File: src/rtl/mem_cycle_arbiter_pkg.sv
// Shared types for the memory cycle arbiter: FSM states, cycle ownership
// and the DMA readiness rule.
package mem_arb_pkg;

    localparam int ADDR_W_DEF       = 12;
    localparam int DATA_W_DEF       = 16;
    localparam int LEN_W_DEF        = 8;
    localparam int STARVE_LIMIT_DEF = 4;

    typedef enum logic [1:0] {
        IDLE = 2'b00,
        XFER = 2'b01,
        DONE = 2'b10
    } arb_state_e;

    typedef enum logic [1:0] {
        OWN_NONE = 2'b00,
        OWN_CPU  = 2'b01,
        OWN_DMA  = 2'b10
    } owner_e;

    // A read transfer can always take a cycle; a write needs a device word.
    function automatic logic dma_is_ready(input logic dir_read, input logic wvalid);
        return dir_read | wvalid;
    endfunction

endpackage

File: src/rtl/mem_cycle_arbiter_if.sv
// Bundle of CPU, DMA and memory-macro signals around the arbiter.
// slave = arbiter side, master = surrounding processor / memory side.
interface mem_cycle_arbiter_if
    import mem_arb_pkg::*;
#(
    parameter int ADDR_W = ADDR_W_DEF,
    parameter int DATA_W = DATA_W_DEF,
    parameter int LEN_W  = LEN_W_DEF
);
    // CPU control unit side
    logic              cpu_enable;
    logic              cpu_r_wb;
    logic [ADDR_W-1:0] cpu_addr;
    logic [DATA_W-1:0] cpu_wdata;
    logic [DATA_W-1:0] cpu_rdata;
    logic              cpu_stall;
    // DMA channel side
    logic              dma_start;
    logic              dma_r_wb;
    logic [ADDR_W-1:0] dma_base;
    logic [LEN_W-1:0]  dma_len;
    logic [DATA_W-1:0] dma_wdata;
    logic              dma_wvalid;
    logic [DATA_W-1:0] dma_rdata;
    logic              dma_xfer;
    logic              dma_busy;
    logic              dma_done;
    // Memory macro side
    logic              mem_enable;
    logic              mem_r_wb;
    logic [ADDR_W-1:0] mem_addr;
    logic [DATA_W-1:0] mem_wdata;
    logic [DATA_W-1:0] mem_rdata;

    modport slave (
        input  cpu_enable, cpu_r_wb, cpu_addr, cpu_wdata,
        output cpu_rdata, cpu_stall,
        input  dma_start, dma_r_wb, dma_base, dma_len, dma_wdata, dma_wvalid,
        output dma_rdata, dma_xfer, dma_busy, dma_done,
        output mem_enable, mem_r_wb, mem_addr, mem_wdata,
        input  mem_rdata
    );

    modport master (
        output cpu_enable, cpu_r_wb, cpu_addr, cpu_wdata,
        input  cpu_rdata, cpu_stall,
        output dma_start, dma_r_wb, dma_base, dma_len, dma_wdata, dma_wvalid,
        input  dma_rdata, dma_xfer, dma_busy, dma_done,
        input  mem_enable, mem_r_wb, mem_addr, mem_wdata,
        output mem_rdata
    );

endinterface

File: src/rtl/mem_cycle_arbiter_dma_addr_counter.sv
// DMA address register (wraps at the top of memory) and remaining-word
// down-counter. last_o flags that the next step empties the counter.
module dma_addr_counter
    import mem_arb_pkg::*;
#(
    parameter int ADDR_W = ADDR_W_DEF,
    parameter int LEN_W  = LEN_W_DEF
) (
    input  logic              clk,
    input  logic              srst,
    input  logic              load_i,
    input  logic [ADDR_W-1:0] base_i,
    input  logic [LEN_W-1:0]  len_i,
    input  logic              step_i,
    output logic [ADDR_W-1:0] addr_o,
    output logic              last_o
);

    logic [ADDR_W-1:0] addr_q;
    logic [LEN_W-1:0]  cnt_q;

    // Load on transfer start, advance address / consume a word per DMA cycle
    always_ff @(posedge clk) begin
        if (srst) begin
            addr_q <= '0;
            cnt_q  <= '0;
        end else if (load_i) begin
            addr_q <= base_i;
            cnt_q  <= len_i;
        end else if (step_i) begin
            addr_q <= addr_q + ADDR_W'(1);
            cnt_q  <= cnt_q - LEN_W'(1);
        end
    end

    assign addr_o = addr_q;
    assign last_o = (cnt_q == LEN_W'(1));

endmodule

File: src/rtl/mem_cycle_arbiter.sv
// Cycle-stealing arbiter between the CPU control unit and a block DMA
// channel on a single-port memory. The CPU owns any cycle it strobes unless
// the DMA has been denied STARVE_LIMIT times in a row, in which case the CPU
// is stalled for one cycle and the DMA takes it.
module mem_cycle_arbiter
    import mem_arb_pkg::*;
#(
    parameter int ADDR_W       = ADDR_W_DEF,
    parameter int DATA_W       = DATA_W_DEF,
    parameter int LEN_W        = LEN_W_DEF,
    parameter int STARVE_LIMIT = STARVE_LIMIT_DEF
) (
    input  logic                 clk,
    input  logic                 glb_clr,
    mem_cycle_arbiter_if.slave   bus
);

    localparam int              SW    = $clog2(STARVE_LIMIT + 1);
    localparam logic [SW-1:0]   LIMIT = SW'(STARVE_LIMIT);

    arb_state_e        state_q, state_d;
    logic              dir_q, dir_d;          // 1: memory-to-device
    logic [SW-1:0]     starve_q, starve_d;

    owner_e            owner;
    logic              forced;
    logic              dma_ready;
    logic              cnt_load;
    logic              cnt_last;
    logic [ADDR_W-1:0] dma_addr;

    assign dma_ready = dma_is_ready(dir_q, bus.dma_wvalid);
    assign cnt_load  = (state_q == IDLE) && bus.dma_start;

    dma_addr_counter #(
        .ADDR_W (ADDR_W),
        .LEN_W  (LEN_W)
    ) u_cnt (
        .clk    (clk),
        .srst   (glb_clr),
        .load_i (cnt_load),
        .base_i (bus.dma_base),
        .len_i  (bus.dma_len),
        .step_i (owner == OWN_DMA),
        .addr_o (dma_addr),
        .last_o (cnt_last)
    );

    // State register: FSM state, latched direction, starvation counter
    always_ff @(posedge clk) begin
        if (glb_clr) begin
            state_q  <= IDLE;
            dir_q    <= 1'b0;
            starve_q <= '0;
        end else begin
            state_q  <= state_d;
            dir_q    <= dir_d;
            starve_q <= starve_d;
        end
    end

    // Next-state: transfer sequencing and starvation bookkeeping
    always_comb begin
        state_d  = state_q;
        dir_d    = dir_q;
        starve_d = starve_q;
        case (state_q)
            IDLE: begin
                if (bus.dma_start) begin
                    dir_d    = bus.dma_r_wb;
                    starve_d = '0;
                    state_d  = (bus.dma_len == '0) ? DONE : XFER;
                end
            end
            XFER: begin
                if (owner == OWN_DMA) begin
                    // Any granted DMA cycle ends the run of denials
                    starve_d = '0;
                    if (cnt_last) begin
                        state_d = DONE;
                    end
                end else if ((owner == OWN_CPU) && dma_ready && (starve_q < LIMIT)) begin
                    starve_d = starve_q + SW'(1);
                end
            end
            DONE:    state_d = IDLE;
            default: state_d = IDLE;
        endcase
    end

    // Outputs: decide the cycle owner, then steer the memory and data buses
    always_comb begin
        owner  = OWN_NONE;
        forced = 1'b0;
        if (state_q == XFER) begin
            if (bus.cpu_enable) begin
                if ((starve_q >= LIMIT) && dma_ready) begin
                    owner  = OWN_DMA;
                    forced = 1'b1;
                end else begin
                    owner = OWN_CPU;
                end
            end else if (dma_ready) begin
                owner = OWN_DMA;
            end
        end else if (bus.cpu_enable) begin
            owner = OWN_CPU;
        end

        bus.mem_enable = 1'b0;
        bus.mem_r_wb   = 1'b1;
        bus.mem_addr   = '0;
        bus.mem_wdata  = '0;
        bus.cpu_rdata  = '0;
        bus.dma_rdata  = '0;
        case (owner)
            OWN_CPU: begin
                bus.mem_enable = 1'b1;
                bus.mem_r_wb   = bus.cpu_r_wb;
                bus.mem_addr   = bus.cpu_addr;
                bus.mem_wdata  = bus.cpu_wdata;
                bus.cpu_rdata  = bus.mem_rdata;
            end
            OWN_DMA: begin
                bus.mem_enable = 1'b1;
                bus.mem_r_wb   = dir_q;
                bus.mem_addr   = dma_addr;
                bus.mem_wdata  = dir_q ? '0 : bus.dma_wdata;
                bus.dma_rdata  = dir_q ? bus.mem_rdata : '0;
            end
            default: ;
        endcase

        bus.cpu_stall = forced;
        bus.dma_xfer  = (owner == OWN_DMA);
        bus.dma_busy  = (state_q == XFER);
        bus.dma_done  = (state_q == DONE);
    end

endmodule

File: src/flat_wrapper.sv
// flat-port wrapper written by rule: the top's interface ports become plain ports
module mem_cycle_arbiter_flat import mem_arb_pkg::*;
#(
    parameter int ADDR_W       = ADDR_W_DEF,
    parameter int DATA_W       = DATA_W_DEF,
    parameter int LEN_W        = LEN_W_DEF,
    parameter int STARVE_LIMIT = STARVE_LIMIT_DEF
)
  (clk, glb_clr, bus_cpu_enable, bus_cpu_r_wb, bus_cpu_addr, bus_cpu_wdata, bus_cpu_rdata, bus_cpu_stall, bus_dma_start, bus_dma_r_wb, bus_dma_base, bus_dma_len, bus_dma_wdata, bus_dma_wvalid, bus_dma_rdata, bus_dma_xfer, bus_dma_busy, bus_dma_done, bus_mem_enable, bus_mem_r_wb, bus_mem_addr, bus_mem_wdata, bus_mem_rdata);
  mem_cycle_arbiter_if #(.ADDR_W(ADDR_W), .DATA_W(DATA_W), .LEN_W(LEN_W)) bus_i ();
  input  logic clk;
  input  logic glb_clr;
  input wire logic [$bits(bus_i.cpu_enable)-1:0] bus_cpu_enable;
  input wire logic [$bits(bus_i.cpu_r_wb)-1:0] bus_cpu_r_wb;
  input wire logic [$bits(bus_i.cpu_addr)-1:0] bus_cpu_addr;
  input wire logic [$bits(bus_i.cpu_wdata)-1:0] bus_cpu_wdata;
  output wire logic [$bits(bus_i.cpu_rdata)-1:0] bus_cpu_rdata;
  output wire logic [$bits(bus_i.cpu_stall)-1:0] bus_cpu_stall;
  input wire logic [$bits(bus_i.dma_start)-1:0] bus_dma_start;
  input wire logic [$bits(bus_i.dma_r_wb)-1:0] bus_dma_r_wb;
  input wire logic [$bits(bus_i.dma_base)-1:0] bus_dma_base;
  input wire logic [$bits(bus_i.dma_len)-1:0] bus_dma_len;
  input wire logic [$bits(bus_i.dma_wdata)-1:0] bus_dma_wdata;
  input wire logic [$bits(bus_i.dma_wvalid)-1:0] bus_dma_wvalid;
  output wire logic [$bits(bus_i.dma_rdata)-1:0] bus_dma_rdata;
  output wire logic [$bits(bus_i.dma_xfer)-1:0] bus_dma_xfer;
  output wire logic [$bits(bus_i.dma_busy)-1:0] bus_dma_busy;
  output wire logic [$bits(bus_i.dma_done)-1:0] bus_dma_done;
  output wire logic [$bits(bus_i.mem_enable)-1:0] bus_mem_enable;
  output wire logic [$bits(bus_i.mem_r_wb)-1:0] bus_mem_r_wb;
  output wire logic [$bits(bus_i.mem_addr)-1:0] bus_mem_addr;
  output wire logic [$bits(bus_i.mem_wdata)-1:0] bus_mem_wdata;
  input wire logic [$bits(bus_i.mem_rdata)-1:0] bus_mem_rdata;
  assign bus_i.cpu_enable = bus_cpu_enable;
  assign bus_i.cpu_r_wb = bus_cpu_r_wb;
  assign bus_i.cpu_addr = bus_cpu_addr;
  assign bus_i.cpu_wdata = bus_cpu_wdata;
  assign bus_cpu_rdata = bus_i.cpu_rdata;
  assign bus_cpu_stall = bus_i.cpu_stall;
  assign bus_i.dma_start = bus_dma_start;
  assign bus_i.dma_r_wb = bus_dma_r_wb;
  assign bus_i.dma_base = bus_dma_base;
  assign bus_i.dma_len = bus_dma_len;
  assign bus_i.dma_wdata = bus_dma_wdata;
  assign bus_i.dma_wvalid = bus_dma_wvalid;
  assign bus_dma_rdata = bus_i.dma_rdata;
  assign bus_dma_xfer = bus_i.dma_xfer;
  assign bus_dma_busy = bus_i.dma_busy;
  assign bus_dma_done = bus_i.dma_done;
  assign bus_mem_enable = bus_i.mem_enable;
  assign bus_mem_r_wb = bus_i.mem_r_wb;
  assign bus_mem_addr = bus_i.mem_addr;
  assign bus_mem_wdata = bus_i.mem_wdata;
  assign bus_i.mem_rdata = bus_mem_rdata;
  mem_cycle_arbiter #(.ADDR_W(ADDR_W), .DATA_W(DATA_W), .LEN_W(LEN_W), .STARVE_LIMIT(STARVE_LIMIT)) u_core (.clk(clk), .glb_clr(glb_clr), .bus(bus_i));
endmodule
File: config.mk
export PLATFORM = sky130hd
export DESIGN_NAME = mem_cycle_arbiter_flat
export DESIGN_NICKNAME = d
export VERILOG_FILES = /design/src/rtl/mem_cycle_arbiter_pkg.sv /design/src/rtl/mem_cycle_arbiter_if.sv /design/src/rtl/mem_cycle_arbiter_dma_addr_counter.sv /design/src/rtl/mem_cycle_arbiter.sv /design/src/flat_wrapper.sv
export SDC_FILE = /design/constraint.sdc
export NUM_CORES = 1
export LEC_CHECK = 0
export CORE_MARGIN = 3
export CORE_UTILIZATION = 38
export DETAILED_ROUTE_END_ITERATION = 16
export GPL_TIMING_DRIVEN = 0
export PLACE_DENSITY = 0.87
export SETUP_SLACK_MARGIN = 0.1
export SYNTH_ARGS = -nofsm -noshare
export SYNTH_HDL_FRONTEND = slang
export SYNTH_SLANG_ARGS = --single-unit
File: constraint.sdc
create_clock -name clk -period 3.2 [get_ports clk]
set_input_delay 0.32 -clock clk [delete_from_list [all_inputs] [get_ports clk]]
set_output_delay 0.32 -clock clk [all_outputs]
set_load 0.02 [all_outputs]
# Word level (Yosys, flattened, before mapping)
# Index checks and enable logic that the tools add are counted.
# classes
n_reduce_logical	12
n_bitwise	1
n_mux	29
n_addsub	3
n_eq_ne	9
order_cmp	2
# op_table
operator	count
16-bit two-way mux	4
16-bit case mux with 2 select lines	1
12-bit two-way mux	2
12-bit case mux with 2 select lines	1
2-bit two-way mux	8
8-bit two-way mux	2
12-bit by 1-bit adder with 12-bit output (second input constant)	1
3-bit two-way mux	3
8-bit by 1-bit == test with 1-bit output (second input constant)	1
8-bit logical NOT	1
8-bit by 1-bit subtractor with 8-bit output (second input constant)	1
3-bit case mux with 2 select lines	1
3-bit AND reduction	2
1-bit two-way mux	5
2-bit by 1-bit == test with 1-bit output (second input constant)	2
2-bit == test (second input constant)	2
1-bit logical AND	4
2-bit != test (second input constant)	2
2-bit case mux with 2 select lines	1
2-bit nonzero test	2
3-bit by 1-bit adder with 3-bit output (second input constant)	1
3-bit >= comparator (second input constant)	1
3-bit less-than comparator (second input constant)	1
3-bit by 2-bit != test with 1-bit output (second input constant)	1
6 further kinds	6
# totals
ff_bits	26
inputBits	87
out_inout_bits	66
elab_cells	61

# Depth between registers and ports, before layout
# logic_depth
depth_word	11
mapped_depth	9
ltp_nobuf	7

# By module
# A second synthesis with hierarchy kept.
# hier_totals
hier_cells	292
hier_area_um2	2153.3
# modules_own_cells
mod	seq_area_each_um2	area_each_um2	instances	cells_each
dma_addr_counter	400.4	1134.8	1	137
mem_cycle_arbiter	120.1	1018.5	1	155

# Worst setup path before layout
# No wires, ideal clock.
# synth_timing
path_kind	flip-flop to output port
from	register u_core.state_q[0]
to	output bus_mem_addr[0]
arrival_ns	2.333
stages_incl_launch_ff	9
path_buffers	3
required_time_ns	2.880
slack_ns	0.547
cell_sequence	dfxtp_1 nand2b_1 o31ai_1 ha_1 buf_2 buf_2 clkbuf_1 a22oi_1 nor2_1
# synth_between
elab_chain_len	4
elab_cells_between_ends	5
cone_classes	eq/ne: 3; mux: 2
# synth_rtl
element	line_no	source
from (decl)	mem_cycle_arbiter.sv:21	arb_state_e state_q, state_d;
from (signal assigned)	mem_cycle_arbiter.sv:56	state_q <= state_d;
2-bit by 1-bit == test with 1-bit output	mem_cycle_arbiter.sv:95	if (state_q == XFER) begin
2-bit two-way mux	mem_cycle_arbiter.sv:95	
2-bit == test	--	
named net bus_dma_xfer	flat_wrapper.sv:26	output wire logic [$bits(bus_i.dma_xfer)-1:0] bus_dma_xfer;
12-bit case mux with 2 select lines	mem_cycle_arbiter.sv:116	case (owner)
to (decl)	flat_wrapper.sv:31	output wire logic [$bits(bus_i.mem_addr)-1:0] bus_mem_addr;
# The timed path passes the listed nets, and every way through them passes these cells.

# Worst setup path after layout
# layout_timing
from	register u_core.state_q[1]
to	output bus_cpu_rdata[4]
# layout_between
elab_chain_len	4
# layout_rtl
element	line_no	source
2-bit by 1-bit == test with 1-bit output	mem_cycle_arbiter.sv:95	
2-bit two-way mux	mem_cycle_arbiter.sv:95	
2-bit by 1-bit == test with 1-bit output	mem_cycle_arbiter.sv:116	
16-bit two-way mux	mem_cycle_arbiter.sv:116	
to (decl)	flat_wrapper.sv:17	output wire logic [$bits(bus_i.cpu_rdata)-1:0] bus_cpu_rdata;
# Every way passes these cells.

==> impl_summary.log <==
[metrics] status: completed
[metrics] average cell area after synthesis: around 7.4 um^2
[metrics] hold bufs inserted after CTS: 0
[metrics] sequential element share of the synthesized area: 24.40%
[metrics] 1st-pass router iterations: 4
[metrics] detail-routed via count per cell: 5.464
[metrics] critical path's largest stage delay: between 0.5 and 0.6 ns
[metrics] total I/O pin count: ~150
[metrics] Iteration-0 DRC Markers: between 100 and 150
[metrics] final worst slack: 0.2211 ns
[metrics] Synth warnings: 0
[metrics] CP endpoint kind: output pin
[metrics] cell area after placement: about 3700 um^2
[metrics] Hold WC Path Type: flop to flop
[metrics] Highest Clock Rate: ~340 MHz
[metrics] CTS Buffer Depth: 2
[metrics] Worst-Margin Slew: between 0.5 and 0.6 ns
[metrics] overall fraction of global-route tracks in use: 26.44%
[metrics] CP startpoint kind: flop
[metrics] filler cell count: between 400 and 500
[metrics] Setup Fix Bufs, Post-CTS: 0
[metrics] via count: around 2800
[metrics] antenna violations before repair: 0
[metrics] die span in y: 80.93 um
[metrics] Max-Slew Margin vs Limit: 65.25%
[metrics] setup total negative slack: 0 ns
[metrics] detailed-route DRC error count: 0
[metrics] cell types occupying the most area after synthesis: dfxtp_1 (24%), a22oi_1 (9.9%), nor2_1 (9.0%)
[metrics] cell at the root of the clock tree: clkbuf_8
[metrics] CP arrival: between 2 and 3 ns
[metrics] Inserted Diodes: 0
[metrics] number of distinct library cell variants in the gate-level netlist after synthesis: 47
[metrics] grt total ovfl: 0
[metrics] H-Tree Level Count: 1
[metrics] largest net degree at the start of global routing: 16
[metrics] CP Max Fanout: 10
[metrics] wire length of the first global-routing pass: between 10 and 15 mm
[metrics] Final setup violation count: 0
[metrics] number of flops mapped to enable cells by yosys: 0
[metrics] non-filler cells in the finished layout: between 500 and 600
[metrics] number of hold violations in the final report: 0
[metrics] final critical-path required period: slightly below 3 ns
[metrics] post-synthesis net count: 383
[metrics] top routing layer in use: met4
[metrics] share of the synthesized area in the top cell type: 24.40%
[metrics] total power per unit cell area: between 200 and 300 nW/um^2
[metrics] cell occurring most often along the worst timing path: clkbuf_2
[metrics] setup repair after global routing missed its margin: false
[metrics] met2 WL: between 4 and 5 mm
[metrics] async set-or-reset flop fraction in the synthesized netlist: 0%
[metrics] static power due to leakage: between 1.5 and 2 nW
[metrics] max-capacitance violation count: 0
[metrics] cell with the largest stage delay on the worst path: clkdlybuf4s50_1
[metrics] top flip-flop cell by instance count after synthesis: dfxtp_1
[metrics] nets: between 500 and 600
[metrics] netlist area before placement: roughly 2100 um^2
[metrics] post-DP HPWL: roughly 7 mm
[metrics] layout cells sized above 1: between 10% and 20%
[metrics] post-CTS clock slew at the launch and capture registers of the worst setup and hold paths: 0.09 ns
[metrics] initial standard-cell utilization of the core: between 40% and 50%
[metrics] Post-Route Skew: 0.007290 ns
[metrics] met3 layer wire length in the routed design: 698 um
[metrics] number of flip-flops and latches in the synthesized netlist: 26
[metrics] Final Max Slew Viols: 0
[metrics] die area: 6549 um^2
[metrics] type of the worst setup path: flop to output pin
[metrics] Placed Cells incl. Taps: 511
[metrics] cell type group with the largest total delay on the critical path: buffers and inverters
[metrics] wire length after detailed routing: just under 9 mm
[metrics] number of placement rows: 26
[metrics] CTS tree: yes
[metrics] number of sinks driven by the clock tree: 26
[metrics] critical path buffer and inverter count: 4
[metrics] critical-path cell list: nand2b_2 -> o31ai_2 -> inv_1 -> ha_1 -> clkbuf_2 -> clkbuf_2 -> and2_1 -> clkdlybuf4s50_1
[metrics] Gate Count Post-Synth: approximately 290
[metrics] die span in x: between 80 and 90 um
[metrics] Final GP Congestion: 0.8850
[metrics] routed metal-1 wirelength: ~3.5 mm
[metrics] Peak supply drop: 0.0002816 V
[metrics] CTS-repair resized insts: between 40 and 50
[metrics] Post-Place Worst Slack: -0.4396 ns
[metrics] Floorplan Core Area: 5270 um^2
[metrics] period utilisation layout: between 90% and 100%
[metrics] count of input and output buffers: around 150
[metrics] average wire per standard cell: between 15 and 20 um
[metrics] via count of the first global-routing pass: approximately 2800
[metrics] post-synthesis cell type with the largest combined area: dfxtp_1
[metrics] remaining antenna violation count after routing: 0
[metrics] worst-skew pair later-pin latency: 0.27 ns
[metrics] cts bufs inserted: 3
[metrics] critical path data required time: 2.88 ns
[metrics] post-route cell area: approximately 3800 um^2
[metrics] area added between synthesis and finish: 77.30%
placed cells by master, fill, tap and decap left out, types with 3 or more instances in the layout:
| cell | instances |
|---|---|
| and3_1 | 16 |
| nand4_1 | 9 |
| dfxtp_1 | 25 |
| buf_2 | 3 |
| nand2_1 | 8 |
| nor2b_1 | 3 |
| xor2_1 | 3 |
| dlygate4sd2_1 | 12 |
| o31ai_1 | 6 |
| clkdlybuf4s15_1 | 5 |
| a22oi_1 | 28 |
| dlymetal6s2s_1 | 8 |
| a211oi_1 | 8 |
| ha_1 | 6 |
| nand3_1 | 3 |
| nor4_1 | 4 |
| xnor2_1 | 3 |
| or3_1 | 6 |
| clkbuf_4 | 3 |
| nor2_1 | 50 |
| and2_1 | 16 |
| o21ai_0 | 5 |
| clkbuf_1 | 8 |
| clkbuf_8 | 3 |
| clkbuf_2 | 25 |
| a21oi_1 | 5 |
| inv_1 | 13 |
| or4_1 | 4 |
| a311oi_1 | 11 |
| clkdlybuf4s50_1 | 111 |
cell families after synthesis:
family / count (synthesis) / share of synthesized area (%)
AOI/OAI and AO/OA: 76 / 27.27
and+or+nand+nor: 135 / 34.02
xor gates and xnor gates: 6 / 2.464
muxes: 1 / 0.4692
DFF: 26 / 24.40
buffers and inverters: 38 / 7.272
adders and majority gates: 7 / 4.105
sequential cells by signal, indices dropped and copies added (netlist names):
register and count:
u_core.dir_q 1, u_core.u_cnt.cnt_q 8, u_core.starve_q 3, u_core.u_cnt.addr_o 12, u_core.state_q 2
power breakdown:
part           internal [mW]  switching [mW]
logic                  0.231           0.219
registers              0.354          0.0438
clock network          0.167           0.109
total                  0.753           0.371
final timing paths:
check | to | startpoint | slack, ns | depth (start not counted)
min | u_core.starve_q[1]$_SDFFE_PP0P_ | u_core.starve_q[1]$_SDFFE_PP0P_ | 0.50 | 2
min reg2reg | u_core.starve_q[1]$_SDFFE_PP0P_ | u_core.starve_q[1]$_SDFFE_PP0P_ | 0.50 | 2
max reg2reg | u_core.u_cnt.addr_o[8]$_SDFFE_PP0P_ | u_core.state_q[1]$_SDFFE_PP0P_ | 0.79 | 7
max | bus_cpu_rdata[4] | u_core.state_q[1]$_SDFFE_PP0P_ | 0.22 | 8
synthesized netlist by cell type, types with 2 or more instances:
master and n:
and2_1 16, or3_1 6, a22oi_1 28, a311oi_1 11, nand2b_1 3, xnor2_1 3
o21ai_0 5, nor2_1 51, or4_1 4, o31ai_1 7, nor3_1 2, nor2b_1 3
a21oi_1 5, nor3b_1 2, buf_2 3, clkbuf_1 19, nor4_1 4, nand4_1 9
a211oi_1 9, inv_1 13, or3b_1 2, o21ba_2 2, nand2_1 8, dfxtp_1 26
and3_1 16, ha_1 7, xor2_1 3, nand3_1 3
worst register-to-register path, stage by stage, from the launching register on:
cell      delay (ns)
dfxtp_1         0.39
nand2b_2        0.27
o31ai_2         0.30
ha_2            0.27
clkbuf_4        0.21
nand2_1         0.15
or4_1           0.49
a311oi_1        0.27
per-layer routing:
| metal | GRT usage [%] | vias to the layer above |
|---|---|---|
| li1 | - | 1388 |
| met1 | 30.44 | 1296 |
| met2 | 48.44 | 114 |
| met3 | 7.428 | 16 |
| met4 | 5.405 | 0 |
| met5 | 0 | - |
area by class of cell:
cell class,count,area (um^2),share of cell area [%]
clock buffer,3,41.29,1.092
multi-input combinational,225,1475,39.00
buffer,25,131.4,3.473
tap,70,87.58,2.316
inverter,13,48.80,1.290
clock inverter,1,30.03,0.7939
sequential,26,521.8,13.79
timing repair buffer,152,1446,38.24
per-stage QoR:
stage / hold WS [ns] / total power, mW / utilization, %
finish: 0.5018 / 1.124 / 71.77
global route: 0.5309 / 1.174 / 71.77
CTS: 0.4998 / 1.124 / 72.22
detailed placement: 0.4869 / 0.8528 / 71.01
global placement: 0.4820 / 0.8427 / 71.01
floorplan: 0.3889 / 0.6127 / -
Note: power is estimated with default switching activity, not from simulation.
